## src/rtl/timer_bank.sv

```systemverilog
// timer_bank: N_CH-channel interval timer for the MMIO bridge.
// Each channel is a down-counter with one-shot or auto-reload mode and a sticky W1C pending flag.
module timer_bank #(
  parameter int N_CH  = 4,
  parameter int CNT_W = 32
) (
  input  logic            clk,
  input  logic            reset,
  input  logic [31:2]     Addr,
  input  logic            WE,
  input  logic [31:0]     Din,
  output logic [31:0]     Dout,
  output logic            IRQ,
  output logic [N_CH-1:0] irq_vec
);

  localparam int CH_AW = (N_CH > 1) ? $clog2(N_CH) : 1;

  localparam logic [1:0] S_IDLE = 2'd0;
  localparam logic [1:0] S_LOAD = 2'd1;
  localparam logic [1:0] S_CNT  = 2'd2;
  localparam logic [1:0] S_DONE = 2'd3;

  localparam logic [1:0] R_CTRL = 2'd0;
  localparam logic [1:0] R_PRE  = 2'd1;
  localparam logic [1:0] R_CNT  = 2'd2;
  localparam logic [1:0] R_STAT = 2'd3;

  localparam logic [CNT_W-1:0] ONE = CNT_W'(1);

  logic [CH_AW-1:0] a_ch;
  logic [1:0]       a_reg;

  assign a_ch  = Addr[CH_AW+3:4];
  assign a_reg = Addr[3:2];

  logic [N_CH-1:0]  en_q;
  logic [N_CH-1:0]  im_q;
  logic [N_CH-1:0]  pend_q;
  logic [1:0]       mode_q   [N_CH];
  logic [1:0]       st_q     [N_CH];
  logic [CNT_W-1:0] preset_q [N_CH];
  logic [CNT_W-1:0] count_q  [N_CH];

  logic [N_CH-1:0] hit;
  logic [N_CH-1:0] stall;
  logic [N_CH-1:0] clr;

  // Address bits above the channel field and Din bits above CNT_W are don't-care.
  logic unused_bits;
  assign unused_bits = ^{Addr[31:CH_AW+4], Din};

  // Per-channel write decode; indices >= N_CH never match, so they are dropped.
  always_comb begin
    hit   = '0;
    stall = '0;
    clr   = '0;
    for (int k = 0; k < N_CH; k++) begin
      hit[k]   = WE && (a_ch == CH_AW'(k));
      stall[k] = hit[k] && (a_reg != R_STAT);
      clr[k]   = hit[k] && (a_reg == R_STAT) && Din[0];
    end
  end

  // Register writes and per-channel FSM; a register write freezes that channel's FSM for the cycle.
  always_ff @(posedge clk) begin
    for (int k = 0; k < N_CH; k++) begin
      if (reset) begin
        en_q[k]     <= 1'b0;
        im_q[k]     <= 1'b0;
        pend_q[k]   <= 1'b0;
        mode_q[k]   <= 2'b00;
        st_q[k]     <= S_IDLE;
        preset_q[k] <= '0;
        count_q[k]  <= '0;
      end else begin
        // Clear first so that an expiry set below overrides it.
        if (clr[k]) pend_q[k] <= 1'b0;
        if (stall[k]) begin
          unique case (1'b1)
            a_reg == R_CTRL: begin
              en_q[k]   <= Din[0];
              mode_q[k] <= Din[2:1];
              im_q[k]   <= Din[3];
            end
            a_reg == R_PRE: preset_q[k] <= Din[CNT_W-1:0];
            a_reg == R_CNT: count_q[k]  <= Din[CNT_W-1:0];
            default: ;
          endcase
        end else begin
          unique case (st_q[k])
            S_IDLE: if (en_q[k]) st_q[k] <= S_LOAD;
            S_LOAD: begin
              count_q[k] <= preset_q[k];
              st_q[k]    <= S_CNT;
            end
            S_CNT: begin
              if (!en_q[k]) begin
                st_q[k] <= S_IDLE;
              end else if (count_q[k] > ONE) begin
                count_q[k] <= count_q[k] - ONE;
              end else begin
                count_q[k] <= '0;
                pend_q[k]  <= 1'b1;
                st_q[k]    <= S_DONE;
              end
            end
            default: begin
              if (mode_q[k] == 2'b01) begin
                if (en_q[k]) begin
                  count_q[k] <= preset_q[k];
                  st_q[k]    <= S_CNT;
                end else begin
                  st_q[k] <= S_IDLE;
                end
              end else begin
                en_q[k] <= 1'b0;
                st_q[k] <= S_IDLE;
              end
            end
          endcase
        end
      end
    end
  end

  // Combinational read mux; unmatched channel indices read 0.
  always_comb begin
    Dout = '0;
    for (int k = 0; k < N_CH; k++) begin
      if (a_ch == CH_AW'(k)) begin
        unique case (a_reg)
          R_CTRL:  Dout = {28'd0, im_q[k], mode_q[k], en_q[k]};
          R_PRE:   Dout = 32'(preset_q[k]);
          R_CNT:   Dout = 32'(count_q[k]);
          default: Dout = {31'd0, pend_q[k]};
        endcase
      end
    end
  end

  // Interrupt outputs come straight from registered PEND and IM.
  always_comb begin
    irq_vec = pend_q & im_q;
    IRQ     = |irq_vec;
  end

endmodule
```

## config.mk

```make
export PLATFORM = sky130hd
export DESIGN_NAME = timer_bank
export DESIGN_NICKNAME = d
export VERILOG_FILES = /design/src/rtl/timer_bank.sv
export SDC_FILE = /design/constraint.sdc
export NUM_CORES = 1
export LEC_CHECK = 0
export BUFFER_PORTS_ARGS = -buffer_cell sky130_fd_sc_hd__buf_2
export CAP_MARGIN = 20
export CORE_ASPECT_RATIO = 0.75
export CORE_MARGIN = 4
export CORE_UTILIZATION = 40
export CTS_CLUSTER_DIAMETER = 200
export DETAILED_ROUTE_END_ITERATION = 7
export HOLD_SLACK_MARGIN = 0.02
export PLACE_DENSITY_LB_ADDON = 0.1
export SLEW_MARGIN = 15
export SYNTH_ARGS = -nofsm -noshare
export SYNTH_HDL_FRONTEND = slang
export SYNTH_SLANG_ARGS = --single-unit
export TNS_END_PERCENT = 50
```

## constraint.sdc

```tcl
create_clock -name clk -period 4.8 [get_ports clk]
set_input_delay 0.24 -clock clk [delete_from_list [all_inputs] [get_ports clk]]
set_output_delay 0.24 -clock clk [all_outputs]
set_load 0.01 [all_outputs]
```

# Word level (Yosys, flattened, before mapping)
# Memories as Yosys holds them, arrays and structs flattened.
# Cells that the tools add are included.
# totals
register_bits	12
ramBits	272
input_bits	65
output_inout_bits	37
elab_cells	446
memories	4
# memory_table
memory	words	width	rd	rd_clocked_by_memory_dff	wr	line_no	rtl
count_q	4	32	4	0	4	43	logic [CNT_W-1:0] count_q [N_CH];
preset_q	4	32	4	0	4	42	logic [CNT_W-1:0] preset_q [N_CH];
mode_q	4	2	4	0	4	40	logic [1:0] mode_q [N_CH];
st_q	4	2	4	0	4	41	logic [1:0] st_q [N_CH];
# classes
addsub	4
magnitude_cmp	4
eq_ne	31
mux	302
n_bitwise	57
n_reduce_logical	35
# op_table
cell	count
$mux 32	28
$pmux 32 s3	4
$mux 1	238
$gt 32x1->1 const B	4
$sub 32x1->32 const B	4
$mux 2	32
$or 1x1->1	56
$eq 2x1->1 const B	10
$eq 2x2->1 const B	8
$logic_and 1x1->1	16
$ne 2x1->1 const B	8
$logic_not 2->1	6
$reduce_and 3->1	4
$reduce_or 3->1	4
$ne 2x2->1 const B	5
$reduce_and 2->1	4
$and 4x4->4	1
$reduce_or 4->1	1

# Depth between registers and ports, before layout
# Gate-level depths: netlist (run 1).
# logic_depth
word_depth	13
ltp_mapped	9
ltp_nobuf	8

# Least setup slack after synthesis (run 1)
# Ideal clock, no wire load.
# synth_path
path_type	input port to flip-flop
startpoint	in WE
endpoint	mem preset_q[0][0] (enable)
setup_ns	0.466
arrival_time_ns	3.372
required_time_ns	4.334
setup_slack_ns	0.963
cell_stages	4
n_path_buf	2
path_cell_list	clkbuf_1 or3b_2 clkbuf_1 o21ai_0
# synth_rtl
item	line_no	rtl
start, declared	10	input logic WE,
end, declared	42	

==> metrics.txt, run 1 <==
status=finished, final reports clean; Placed Instance Area=roughly 0.018 sq mm; vias in the first global route=13,800; RR Endpoint=count_q[1][23]; period utilisation layout=0.742; Avg Cell Area, Syn=9.86 sq um; Routed Antenna Nets=0; Post-synth ARST share=0; post-synthesis register bit count=284; Max rail drop VDD=around 0.00023 V; CTS resizes=0; Clock transition at path regs=roughly 0.06 ns; Wirelength per Cell=26.4 um; Reg2Reg Depth=6; RSZ-0062 raised after global routing=false; Overflow after GRT=0; IO Port Bufs=75; clock sinks=284; DR vias=14,900; post-synthesis instance total=around 1,800; Rel. slew slack=0.254; Metal-1 WL=about 30,000 um; post-DP HPWL=~45,000 um; Worst Hold Class=in -> reg; Crit. End Element=register; Clock Latency Late Sink=about 0.53 ns; die height=roughly 190 um; first-pass GRT wire length=between 90,000 and 100,000 um; Netlist Area Pre-Place=~0.017 sq mm; Met3 Wirelength=7370 um; Ports=between 100 and 150; crit path DAT=between 3 and 4 ns; htree depth=2; Setup TNS=0 ns; clock skew=0.0181 ns; CTS tree=done; P_leak=0.00679 uW; initial antenna violation count=2; most frequent cells in the layout=272 x edfxtp_1, 154 x nand2_1, 138 x and2_1; min Tclk post-route=3.56 ns; Reg2Reg Setup Slack=between 1 and 1.5 ns; FMAX=around 0.28 GHz; die area=~0.047 sq mm; total of max-cap violations=0; Fin. Hold Viols=0; commonest non-fill, non-tap cell in the layout=edfxtp_1; CTS buffer count=34; top fanout value on the critical path=20; clock buffer depth=3; EDFF count, synth=between 200 and 300; Core Area=0.0425 sq mm; Tightest Pin Transition=about 1.1 ns; Finished Cell Area=roughly 0.020 sq mm; Initial Util=0.409; Worst Setup EP=count_q[1][23]; post-cts hold buffer count=0; ys flop type=edfxtp_1; P per Cell Area=337 mW/mm^2; Setup violations, final=0; setup repair bufs after CTS=0; Synth Net Count=1,835; root buf cell=clkbuf_16; Placer Congestion=approximately 0.98; crit path kind=reg -> reg; vias per inst=between 6 and 7; sequential share of the synthesized area=0.484; pin count of the biggest net entering global routing=86; Startpoint Class=register; die width=around 250 um; layout cells sized above 1=0.110; Warnings, synthesis=0; Area growth syn-to-layout=12.8%; 1st-iter DRT viols=approximately 1,900; final wirelength=about 63,000 um; met2 routed WL=24,700 um; top layer used by detailed routing=met4; worst r2r src=count_q[1][15]; Rows=65; Worst Path Required=around 5.1 ns; Worst Setup SP=count_q[1][15]; Final Slew Violations=0; First-pass DRT Iterations=6; All-Layer GR Usage=0.259; Distinct cells, synth=around 70; drt drc=0; final net count=1,864
## layer usage
layer,track usage,up-vias
li1,-,6735
met1,0.413,7358
met2,0.345,762
met3,0.0708,67
met4,0.0539,0
met5,0,-
## power by group
group / switching [uW] / total [uW] / internal, uW
clock: 1060 / 2540 / 1480
sequential: 213 / 3130 / 2920
combinational: 616 / 941 / 325
## stage by stage
step                      utilization  total power [uW]  setup slack (ns)  hold WS [ns]  std cells
after CTS                       0.460              6610              1.30         0.136       2383
after floorplan                     -              3670             0.963         0.425       1762
after global placement          0.434              4070              1.35         0.463       2320
final                           0.462              6610              1.24         0.160       2387
after global routing            0.462              6840              1.09         0.170       2386
after detailed placement        0.435              4080              1.24         0.474       2321
## flip-flops by register name, summed over array words and instances (netlist names)
signal / cells
im_q: 4
count_q: 128
pend_q: 4
preset_q: 128
en_q: 4
st_q: 8
mode_q: 8
## synth_stat cells, drive strengths merged, types with 28 or more instances
| cell | count | area (sq um) |
|---|---|---|
| a21o | 28 | 210 |
| a21oi | 85 | 425 |
| a22oi | 112 | 841 |
| and2 | 139 | 870 |
| clkbuf | 107 | 402 |
| edfxtp | 272 | 8170 |
| mux2i | 45 | 450 |
| nand2 | 154 | 578 |
| nand3 | 41 | 205 |
| nor2 | 117 | 439 |
| nor3 | 63 | 315 |
| nor4 | 33 | 221 |
| o21ai | 142 | 711 |
| o22ai | 43 | 269 |
| xnor2 | 65 | 569 |
| xor2 | 48 | 420 |
## critical path, cell delays in order, from the launching register on
cell and delay [ns]:
edfxtp_1 0.43, or4_1 0.60, nand4bb_1 0.41, nor4_1 0.80, nand2b_1 0.56, buf_4 0.35, o21ai_0 0.14
## worst min-delay path by stage
stage | depth (start not counted) | from | endpoint | slack [ns]
final | 3 | Din[3] | im_q[1] | 0.16
after CTS | 3 | Din[3] | im_q[1] | 0.14
after global routing | 3 | Din[3] | im_q[0] | 0.17
after floorplan | 2 | Din[25] | count_q[0][25] | 0.43
after global placement | 2 | im_q[1] | im_q[1] | 0.46
after detailed placement | 2 | im_q[1] | im_q[1] | 0.47
## cell families (layout without fill, tap and decap cells)
| family | count (synthesis) | count (layout) | share of synthesized area |
|---|---|---|---|
| and+or+nand+nor | 641 | 641 | 0.190 |
| DFF | 284 | 284 | 0.484 |
| xor gates and xnor gates | 113 | 113 | 0.0569 |
| buffers and inverters | 144 | 199 | 0.0317 |
| AOI/OAI and AO/OA | 519 | 519 | 0.195 |
| muxes | 53 | 53 | 0.0363 |
| adders and majority gates | 8 | 8 | 0.00576 |
| other | 0 | 1 | 0 |
## final cells by class
class | count | area, sq um
Antenna cell | 1 | 2.50
Clock buffer | 51 | 988
Clock inverter | 11 | 72.6
Fill cell | 4083 | 22900
Inverter | 21 | 78.8
Multi-Input combinational cell | 1334 | 8560
Sequential cell | 284 | 8410
Tap cell | 569 | 712
Timing Repair Buffer | 116 | 776
No activity file was read; power rests on OpenSTA's default activity.
==> run 2: changes to the inputs <==
==> constraint.sdc (replaced) <==
create_clock -name clk -period 2.9 [get_ports clk]
set_input_delay 0.145 -clock clk [delete_from_list [all_inputs] [get_ports clk]]
set_output_delay 0.145 -clock clk [all_outputs]
set_load 0.01 [all_outputs]
==> metrics.txt, run 2 (synthesis gave the netlist of run 1 again) <==
P_leak=0.00720 uW (was 0.00679 uW); hold_ws=0.0617 ns (was 0.160 ns); Startpoint Class=register (unchanged); Fin. Hold Viols=0 (unchanged); Worst Path Required=3.17 ns (was 5.06 ns); most frequent cells in the layout=272 x edfxtp_1, 154 x nand2_1, 138 x and2_1 (unchanged); die area=0.0469 sq mm (unchanged); switch share=0.285 (was 0.286); top fanout value on the critical path=8 (was 20); Finished Core Util=0.477 (was 0.462); Clock transition at path regs=0.06 ns (about the same); Clock Latency Late Sink=0.53 ns (about the same); Tightest Pin Transition=0.787 ns (was 1.12 ns); Max rail drop VDD=0.000334 V (was 0.000233 V); crit path kind=reg -> reg (unchanged); CTS buffer count=35 (was 34); fin worst setup slack=0.116 ns (was 1.24 ns); status=finished, final reports clean (unchanged); slowest CP cell=or4_4 (was nor4_1); Reg2Reg Depth=7 (was 6); Setup violations, final=0 (unchanged); htree depth=2 (unchanged); switching power=3160 uW (was 1890 uW); root buf cell=clkbuf_16 (unchanged); final net count=1,947 (was 1,864); RSZ-0062 raised after global routing=false (unchanged); first-pass GRT wire length=93,400 um (was 92,100 um); WHS Path Cells=3 (unchanged); crit-path most repeated cell=or4_4; initial antenna violation count=2 (unchanged); All-Layer GR Usage=0.261 (was 0.259); 1st-iter DRT viols=2,047 (was 1,882); period utilisation layout=0.960 (was 0.742); Area growth syn-to-layout=16.4% (was 12.8%); DP Worst Slack=-0.0797 ns (was 1.24 ns); Overflow after GRT=0 (unchanged); commonest non-fill, non-tap cell in the layout=edfxtp_1 (unchanged); setup repair bufs after CTS=0 (unchanged); Final Slew Violations=0 (unchanged); FMAX=0.359 GHz (was 0.281 GHz); Initial Util=0.409 (unchanged); P per Cell Area=549 mW/mm^2 (was 337 mW/mm^2); Core Area=0.0425 sq mm (unchanged); post-cts hold buffer count=0 (unchanged); post-DP HPWL=46,500 um (was 44,900 um); CTS tree=done (unchanged); Worst Hold Class=in -> reg (unchanged); die width=249 um (unchanged); Routed Antenna Nets=0 (unchanged); Rows=65 (unchanged); crit path DAT=3.05 ns (was 3.83 ns); Seq pwr share=0.463 (was 0.474); CP peak stage delay=0.56 ns (was 0.80 ns); clock skew=0.0149 ns (was 0.0181 ns); clock power share=0.385 (was 0.384); Placer Congestion=0.939 (was 0.976); First-pass DRT Iterations=6 (unchanged); total of max-cap violations=0 (unchanged); pin count of the biggest net entering global routing=68 (was 86); clock sinks=284 (unchanged); clock buffer depth=3 (unchanged); Rel. slew slack=0.462 (was 0.254); layout cells sized above 1=0.150 (was 0.110); DR vias=15,200 (was 14,900); Wirelength per Cell=25.6 um (was 26.4 um); final wirelength=63,200 um (was 63,000 um); Ports=102 (unchanged); Comb power frac=0.152 (was 0.142); die height=189 um (unchanged); vias in the first global route=14,100 (was 13,800); drt drc=0 (unchanged); Pint=7940 uW (was 4720 uW); top flop regs=count_q: 128 flops, preset_q: 128 flops (unchanged); Crit. End Element=register (unchanged); CP cell instances=or4_4 -> or3_4 -> or4_4 -> o31ai_4 -> buf_4 -> a21oi_1 -> a221o_1 (was or4_1 -> nand4bb_1 -> nor4_1 -> nand2b_1 -> buf_4 -> o21ai_0); vias per inst=6.17 (was 6.25); IO Port Bufs=75 (unchanged); min Tclk post-route=2.78 ns (was 3.56 ns)
-- run 2: cell types whose count changed in the layout (fill, tap and decap cells not counted), sizes merged --
cell    previous run  this run
buf              116       198
bufinv             1         2
clkbuf            51        48
clkinv            11        13
diode              1         2
-- run 2: final timing paths --
kind	start	to	slack, ns
worst min-delay path	Din[3]	im_q[3]	0.06
worst max register to register	count_q[3][25]	count_q[3][21]	0.12
worst min register to register	im_q[1]	im_q[1]	0.47
worst max-delay path	count_q[3][25]	count_q[3][21]	0.12
-- run 2: stage by stage --
| step | setup TNS (ns) | total power, uW | std cells | area, sq um |
|---|---|---|---|---|
| 6_report | 0 | 11100 | 2470 | 20200 |
| 5_1_grt | 0 | 11500 | 2469 | 20200 |
| 4_1_cts | 0 | 11100 | 2467 | 20200 |
| 3_5_place_dp | -0.0797 | 6860 | 2405 | 19100 |
| 3_3_place_gp | 0 | 6840 | 2405 | 19100 |
| 2_1_floorplan | -64.12 | 6080 | 1762 | 17400 |
-- run 2: layer usage --
layer | track usage | share of wire | vias up
met1 | 0.413 | 0.47 | 7466
met5 | 0 | 0 | -
met4 | 0.0621 | 0.022 | 0
met2 | 0.351 | 0.39 | 775
met3 | 0.0682 | 0.11 | 85
li1 | - | - | 6912
-- run 2: power by group through the flow --
stage / Sequential (uW) / Clock [uW] / Combinational (uW)
after floorplan: 5120 / 0 / 957
after global placement: 5200 / 0 / 1640
after detailed placement: 5210 / 0 / 1650
after CTS: 5120 / 4330 / 1660
after global routing: 5170 / 4490 / 1820
final: 5140 / 4270 / 1690
-- run 2: worst max-delay path: cells and delay by family (launching register included) --
kind                   cells  cell delay, ns
AO/OA/AOI/OAI              3            0.59
buffers and inverters      1            0.21
flip-flops                 1            0.38
AND/OR/NAND/NOR            3            1.37
-- run 2: layout make-up --
type / count / area, sq um
Antenna cell: 2 / 5.00
Clock buffer: 48 / 967
Clock inverter: 14 / 109
Fill cell: 4020 / 22200
Inverter: 21 / 78.8
Multi-Input combinational cell: 1334 / 8580
Sequential cell: 284 / 8410
Tap cell: 569 / 712
Timing Repair Buffer: 198 / 1380
-- run 2: what timing repair did --
| action | CTS | global route |
|---|---|---|
| gates resized for setup | 1 | 4 |
| pin swaps | 0 | 1 |
| setup endpoints to repair | 1 | 11 |
==> run 3: changes to the inputs <==
--- a/config.mk
+++ b/config.mk
@@ -8,7 +8,6 @@
 export BUFFER_PORTS_ARGS = -buffer_cell sky130_fd_sc_hd__buf_2
 export CAP_MARGIN = 20
 export CORE_ASPECT_RATIO = 0.75
-export CORE_MARGIN = 4
 export CORE_UTILIZATION = 40
 export CTS_CLUSTER_DIAMETER = 200
 export DETAILED_ROUTE_END_ITERATION = 7
==> metrics.txt, run 3 (synthesis gave the netlist of run 1 again) <==
Fin. Hold Viols=0 (unchanged); die area=0.0443 sq mm (was 0.0469 sq mm); final wirelength=64,200 um (was 63,200 um); Tightest Pin Transition=0.984 ns (was 0.787 ns); CTS tree=done (unchanged); delay-heaviest family, CP=simple AND/OR/NAND/NOR gates (unchanged); Max rail drop VDD=0.000376 V (was 0.000334 V); Overflow after GRT=0 (unchanged); Worst Hold Class=in -> reg (unchanged); RSZ-0062 raised after global routing=false (unchanged); Rel. slew slack=0.343 (was 0.462); initial antenna violation count=2 (unchanged); vias in the first global route=14,000 (was 14,100); Wirelength per Cell=26.0 um (was 25.6 um); Ports=102 (unchanged); clock buffer depth=3 (unchanged); min Tclk post-route=2.78 ns (about the same); Reg area=0.00841 sq mm (unchanged); first-pass GRT wire length=94,200 um (was 93,400 um); pin count of the biggest net entering global routing=68 (unchanged); drt drc=0 (unchanged); total of max-cap violations=0 (unchanged); Crit. End Element=register (unchanged); First-pass DRT Iterations=5 (was 6); root buf cell=clkbuf_16 (unchanged); Clock Latency Late Sink=0.53 ns (about the same); DR vias=15,200 (about the same); Clock transition at path regs=0.06 ns (about the same); Reg2Reg Depth=7 (unchanged); Buf/Inv on CP=1 (unchanged); Rows=65 (unchanged); crit path kind=reg -> reg (unchanged); period utilisation layout=0.960 (about the same); die height=183 um (was 189 um); crit-path most repeated cell=or4_4 (unchanged); status=finished, final reports clean (unchanged); fill cell count=4,042 (was 4,020); WHS Path Cells=3 (unchanged); htree depth=2 (unchanged); Final Slew Violations=0 (unchanged); vias per inst=6.15 (was 6.17); Startpoint Class=register (unchanged); DP Worst Slack=0.0128 ns (was -0.0797 ns); slowest CP cell=or4_4 (unchanged); Placer Congestion=0.929 (was 0.939); final net count=1,950 (was 1,947); Core Area=0.0425 sq mm (unchanged); die width=243 um (was 249 um); most frequent cells in the layout=272 x edfxtp_1, 154 x nand2_1, 138 x and2_1 (unchanged); setup repair bufs after CTS=0 (unchanged); commonest non-fill, non-tap cell in the layout=edfxtp_1 (unchanged); Initial Util=0.409 (unchanged); IO Port Bufs=75 (unchanged); CP peak stage delay=0.56 ns (about the same); post-DP HPWL=47,100 um (was 46,500 um); clock sinks=284 (unchanged); Area growth syn-to-layout=16.5% (was 16.4%); FMAX=0.359 GHz (about the same); Finished Core Util=0.477 (about the same); Multi-input gate area=0.00858 sq mm (about the same); Worst Path Required=3.18 ns (was 3.17 ns); All-Layer GR Usage=0.287 (was 0.261); Setup violations, final=0 (unchanged); clock skew=0.0144 ns (was 0.0149 ns); crit path DAT=3.07 ns (was 3.05 ns); Routed Antenna Nets=0 (unchanged); CP cell instances=or4_4 -> or3_4 -> or4_4 -> o31ai_4 -> buf_4 -> a21oi_1 -> a221o_1 (unchanged); Worst path depth=7 (unchanged); top flop regs=count_q: 128 flops, preset_q: 128 flops (unchanged); layout cells sized above 1=0.151 (was 0.150); Setup TNS=0 ns (unchanged); top fanout value on the critical path=4 (was 8); CTS buffer count=34 (was 35); P per Cell Area=540 mW/mm^2 (was 549 mW/mm^2); fin worst setup slack=0.116 ns (about the same); 1st-iter DRT viols=1,996 (was 2,047); P_leak=0.00721 uW (was 0.00720 uW)
[run 3: path summary, 6_finish.rpt]
path,startpoint,end,slack [ns]
min,Din[3],im_q[3],0.06
max reg2reg,count_q[3][25],count_q[3][21],0.12
min reg2reg,im_q[2],im_q[2],0.48
max,count_q[3][25],count_q[3][21],0.12
[run 3: per-layer routing]
metal,routed length (um),vias up,global-route usage
met5,0,-,0
met3,7720,60,0.0685
met4,909,0,0.0498
met1,30100,7438,0.455
li1,-,6929,-
met2,25400,767,0.390
[run 3: what timing repair did]
action	4_1_cts	5_1_grt
endpoints found under the hold margin	2	0
endpoints found under the setup margin	0	12
gates resized for setup	0	5
hold buffers	1	0
[run 3: tightest hold or removal path, stage by stage]
cell and delay [ns]:
buf_2 0.23, nand3_1 0.12, a21oi_1 0.06
[run 3: layout make-up]
type,count,share of cell area
Multi-Input combinational cell,1334,0.424
Clock inverter,14,0.00290
Sequential cell,284,0.415
Timing Repair Buffer,202,0.0708
Antenna cell,1,0.000124
Inverter,21,0.00389
Clock buffer,46,0.0479
Tap cell,569,0.0352
[run 3: stage by stage]
stage / power [uW] / hold slack [ns] / cell area [sq um] / cells
2_1_floorplan: 6080 / 0.330 / 17400 / 1762
3_3_place_gp: 6860 / 0.463 / 19200 / 2409
3_5_place_dp: 6870 / 0.473 / 19200 / 2409
4_1_cts: 11000 / 0.0364 / 20200 / 2470
5_1_grt: 11300 / 0.0753 / 20200 / 2470
6_report: 10900 / 0.0587 / 20200 / 2471
[run 3: power breakdown]
group	leakage (uW)	switching, uW	internal, uW
clock network	0.000506	1760	2340
registers	0.00283	301	4830
logic	0.00387	1100	612
total	0.00721	3160	7780
